--- src/rtl/seg_scan_mux.sv ---
// Four-digit multiplexed display scanner: cycles one hex digit at a time onto a
// shared nibble bus, swapping in newly loaded values only at frame boundaries.
module seg_scan_mux #(
   parameter int unsigned CLK_DIV = 50000
) (
   input  logic        clk,
   input  logic        rst_n,
   input  logic [15:0] value,
   input  logic        load,
   input  logic        lzb,
   output logic        A,
   output logic        B,
   output logic        C,
   output logic        D,
   output logic [3:0]  an,
   output logic        pending,
   output logic        tick
);

   localparam int unsigned CW = (CLK_DIV > 1) ? $clog2(CLK_DIV) : 1;
   localparam logic [CW-1:0] LAST = CW'(CLK_DIV - 1);

   logic [CW-1:0] presc_q, presc_d;
   logic [1:0]    idx_q, idx_d;
   logic          pending_q, pending_d;
   logic [15:0]   pend_val_q, pend_val_d;
   logic [15:0]   disp_q, disp_d;
   logic [3:0]    nib_q, nib_d;
   logic [3:0]    an_q, an_d;
   logic          tick_q, tick_d;
   logic          term, wrap;
   logic [3:0]    lead_zero;

   // lead_zero[i]: every digit from i upward is zero in the next display contents
   assign lead_zero[0] = 1'b0;
   generate
      for (genvar gi = 1; gi < 4; gi++) begin : g_lz
         assign lead_zero[gi] = ~|disp_d[15:4*gi];
      end
   endgenerate

   always_comb begin
      term       = (presc_q == LAST);
      wrap       = term && (idx_q == 2'd3);
      presc_d    = term ? '0 : presc_q + 1'b1;
      idx_d      = term ? idx_q + 2'd1 : idx_q;
      tick_d     = term;
      // Transfer uses the old pending contents; a same-cycle load re-arms pending.
      disp_d     = (wrap && pending_q) ? pend_val_q : disp_q;
      pend_val_d = load ? value : pend_val_q;
      pending_d  = load | (pending_q & ~wrap);
      nib_d      = disp_d[{idx_d, 2'b00} +: 4];
      an_d       = (lzb && lead_zero[idx_d]) ? 4'b1111 : ~(4'b0001 << idx_d);
   end

   always_ff @(posedge clk) begin
      if (!rst_n) begin
         presc_q    <= '0;
         idx_q      <= 2'd0;
         pending_q  <= 1'b0;
         pend_val_q <= 16'h0;
         disp_q     <= 16'h0;
         nib_q      <= 4'h0;
         an_q       <= 4'b1110;
         tick_q     <= 1'b0;
      end else begin
         presc_q    <= presc_d;
         idx_q      <= idx_d;
         pending_q  <= pending_d;
         pend_val_q <= pend_val_d;
         disp_q     <= disp_d;
         nib_q      <= nib_d;
         an_q       <= an_d;
         tick_q     <= tick_d;
      end
   end

   assign {D, C, B, A} = nib_q;
   assign an           = an_q;
   assign pending      = pending_q;
   assign tick         = tick_q;

endmodule

--- config.mk ---
export PLATFORM = sky130hd
export DESIGN_NAME = seg_scan_mux
export DESIGN_NICKNAME = d
export VERILOG_FILES = /design/src/rtl/seg_scan_mux.sv
export SDC_FILE = /design/constraint.sdc
export NUM_CORES = 1
export LEC_CHECK = 0
export CAP_MARGIN = 25
export CORE_ASPECT_RATIO = 0.9
export CORE_MARGIN = 2
export CORE_UTILIZATION = 57
export CTS_BUF_LIST = sky130_fd_sc_hd__clkbuf_8
export DETAILED_ROUTE_END_ITERATION = 8
export GPL_TIMING_DRIVEN = 0
export PLACE_DENSITY = 0.83
export SLEW_MARGIN = 40
export SYNTH_ARGS = -nofsm -noshare
export SYNTH_HDL_FRONTEND = slang
export SYNTH_SLANG_ARGS = --single-unit
--- constraint.sdc ---
create_clock -name clk -period 2.5 [get_ports clk]
set_clock_uncertainty 0.05 [all_clocks]
set_input_delay 0.5 -clock clk [delete_from_list [all_inputs] [get_ports clk]]
set_output_delay 0.5 -clock clk [all_outputs]
set_load 0.05 [all_outputs]
==> results.py <==
metrics = {
    "critical_path": {
        "critPathCaptureType": "flop",
        "cp_common_cell": "and3_1",
        "crit_type": "flop to flop",
        "required_ns": 2.68,
        "start_kind": "flop",
        "rrSetupSlack_ns": 0.18,
        "critical-path-top-delay-family": "simple AND/OR/NAND/NOR gates",
        "crit_chain": "ha_1, and3_1, buf_2, and4_1, buf_4, xnor2_4, buf_12, mux2i_1, a31oi_1, and3_1",
        "crit_path_start": "presc_q[0]",
        "rr_endpoint": "nib_q[1]",
        "crit_arrival_ns": 2.50,
        "path_buf_inv": 3,
        "rr_startpoint": "presc_q[0]",
        "reg2regPathDepth": 10,
        "path_max_fanout": 10,
        "slowest_delay_ns": 0.32,
        "cpMaxStageDelayCell": "dfxtp_1",
    },
    "clock_tree": {
        "clk_pin_slew_worst_paths_ns": 0.06,
        "cts_made_buffers": 9,
        "cts_num_sinks": 60,
        "cts_tree": "yes",
        "clkLatencyLatePin_ns": 0.35,
        "cts_hold_buf": 0,
        "clock-root-buffer": "clkbuf_8",
        "clockBufferDepth": 2,
        "h-tree-depth": 3,
    },
    "yosys": {
        "ys_warn_count": 0,
        "synth_top_area_share_pct": 47.6,
        "synthesis.nets": 292,
        "synth.area.top_cells": "dfxtp_1 (48%), mux2i_1 (12%), nor2_1 (7.4%), nand2_1 (4.5%), a21oi_1 (2.8%)",
        "ys_seq_elements": 60,
        "syn_area_per_cell_um2": 9.34,
        "synth_area_mm2": 0.00252,
        "yosysTopAreaCell": "dfxtp_1",
        "yosysSeqAreaShare_pct": 47.6,
        "synth_cell_type_count": 40,
        "syn_inst": 270,
    },
    "placed_design": {
        "dp_hpwl_um": 3690,
        "numPortBuffers": 28,
        "pre_cts_ws_ns": 0.0624,
        "place.gp.congestion": 0.872,
        "placed_cells": 358,
        "dpl_cell_area_mm2": 0.00288,
    },
    "floorplanning": {
        "dieArea_mm2": 0.00497,
        "core.rowCount": 22,
        "die_h_um": 67.1,
        "core_area_mm2": 0.00416,
        "chipWidth_um": 74.1,
        "initial_utilization_pct": 60.7,
        "io_pins": 30,
    },
    "pwr": {
        "p_per_area_mw_per_mm2": 633,
        "peakVddDrop_mv": 0.519,
        "power_switching_uw": 412,
        "combinationalPowerShare_pct": 5.2,
        "clockPowerShare_pct": 44.3,
        "p_total_mw": 1.97,
        "pwr-share-seq_pct": 50.5,
        "switching_share_pct": 20.9,
        "p_leak_nw": 1.33,
        "p_int_mw": 1.56,
    },
    "drt": {
        "drc_errors": 0,
        "first_iter_violations": 218,
        "num_vias": 2066,
        "wl_um": 5470,
        "via_per_inst": 5.49,
        "first_pass_iters": 4,
        "ant_nets": 0,
        "route.detailed.wl_per_inst_um": 14.6,
    },
    "status": {
        "status": "complete, no violations",
    },
    "worst_hold_path": {
        "hold_end": "presc_q[0]",
        "hold_depth": 1,
        "min_from": "presc_q[0]",
        "hold_path_class": "flop to flop",
    },
    "timing": {
        "finalSetupTns_ns": 0,
        "fmax_mhz": 431,
        "rsz0062_at_grt": "no",
        "setup_slack_ns": 0.177,
        "period_minus_slack_ns": 2.32,
        "final-setup-viol-count": 0,
        "slew_viol_final": 0,
        "slew_headroom_pct": 48.8,
        "hold_viol": 0,
        "min_period_over_period_pct": 92.9,
        "worstMarginPinSlew_ns": 0.768,
        "worst_hold_slack_ns": 0.405,
    },
    "grt": {
        "met3_usage_pct": 11.8,
        "grt_max_degree": 11,
        "grt_pass1_vias": 1884,
        "met1_usage_pct": 35.3,
        "grt_overflow": 0,
        "grt_first_pass_wirelength_um": 9110,
        "busiest_layer": "met2",
        "use_met2_pct": 36.2,
        "grt_use_total_pct": 25.6,
        "grt_antenna_before_repair": 0,
    },
    "cells_and_area": {
        "fin_util_pct": 75.0,
        "synthToLayoutAreaGrowth_pct": 23.6,
        "nNetsFinal": 334,
        "diodes": 0,
        "final_cell_area_mm2": 0.00312,
        "fillers": 319,
        "layout-drive-gt1-share_pct": 9.18,
        "fin_cells": 376,
    },
    "flow_run": {
        "max_cap_viol_count": 0,
    },
}
final cells by class:
cell class | count | area [um2] | share of cell area, %
Buffer | 14 | 60.1 | 1.93
Clock inverter | 3 | 37.5 | 1.20
Inverter | 2 | 7.51 | 0.241
Clock buffer | 12 | 165 | 5.30
Multi-Input combinational cell | 194 | 1250 | 40.3
Tap cell | 60 | 75.1 | 2.41
Timing Repair Buffer | 31 | 315 | 10.1
Sequential cell | 60 | 1200 | 38.5
placed cells by master, fill, tap and decap left out, types with 3 or more instances in the layout:
master and count:
a31oi_1 3, clkbuf_1 8, or4_1 3, xnor2_1 8, clkbuf_8 12, buf_4 3
and3_1 9, nor2_1 50, xor2_1 6, dfxtp_1 60, mux2i_1 29, clkdlybuf4s50_1 28
nand2_1 30, inv_1 4, nand3_1 9, a21oi_1 14, nor4_1 3
synth_stat cells:
cell / instances
buf_1: 2
nand2_1: 30
and4bb_1: 1
mux2_2: 2
or4_1: 3
a32o_1: 1
and2_1: 1
nor2_1: 50
or2_1: 1
nand2_4: 1
a21oi_1: 14
xor2_1: 6
nor3_1: 2
inv_1: 2
o211ai_1: 1
buf_4: 1
nand3_1: 9
o2111ai_1: 1
nand2b_1: 1
o21ai_0: 2
and4bb_2: 1
or3_1: 1
nor3b_1: 1
nor4b_2: 1
mux2i_1: 29
xnor2_4: 1
nor4_1: 3
a31o_1: 1
dfxtp_1: 60
buf_2: 2
nand4_1: 2
nand3b_1: 1
a31oi_1: 3
and4_1: 2
mux2i_2: 1
ha_1: 2
mux4_2: 2
and3_1: 9
clkbuf_1: 9
xnor2_1: 8
logic make-up after synthesis:
group / after synthesis / synth area share, %
muxes: 34 / 14.7
and+or+nand+nor: 120 / 22.8
xor gates and xnor gates: 15 / 5.95
adders and majority gates: 2 / 0.992
buffers and inverters: 16 / 2.63
AOI/OAI and AO/OA: 23 / 5.31
DFF: 60 / 47.6
state kept, by name, indices dropped and copies added (netlist names):
name	cells
disp_q	16
presc_q	16
pend_val_q	16
nib_q	4
idx_q	2
tick	1
an	4
pending	1
what timing repair did:
item / in CTS / in global routing
resized for setup: 0 / 2
buffers inserted: 0 / 3
setup endpoints to repair: 0 / 22
power by group through the flow:
stage	Sequential, mW	Combinational [mW]	Clock (mW)
final	0.995	0.102	0.874
after global routing	0.998	0.113	0.937
after CTS	0.995	0.103	0.884
after detailed placement	1.02	0.102	0
after global placement	1.01	0.0989	0
after floorplan	1.01	0.0522	0
how the worst max path moves through the flow:
stage | end | slack (ns) | cells past startpoint
after global routing | nib_q[2] | 0.05 | 9
final | nib_q[1] | 0.18 | 10
after global placement | an[1] | 0.07 | 9
after CTS | an[1] | 0.03 | 9
after detailed placement | an[1] | 0.06 | 9
after floorplan | nib_q[0] | 0.34 | 8
routing by layer:
| metal | part of all wire, % | routed length [um] |
|---|---|---|
| met5 | 0 | 0 |
| met2 | 44 | 2400 |
| met3 | 5.9 | 324 |
| met1 | 49 | 2670 |
| met4 | 1.4 | 74 |
worst register-to-register path, cell delays in order (launching register included):
cell and delay (ns):
dfxtp_1 0.32, ha_1 0.22, and3_1 0.18, buf_2 0.16
and4_1 0.21, buf_4 0.17, xnor2_4 0.18, buf_12 0.16
mux2i_1 0.24, a31oi_1 0.14, and3_1 0.19
Note: power is estimated with default switching activity, not from simulation.
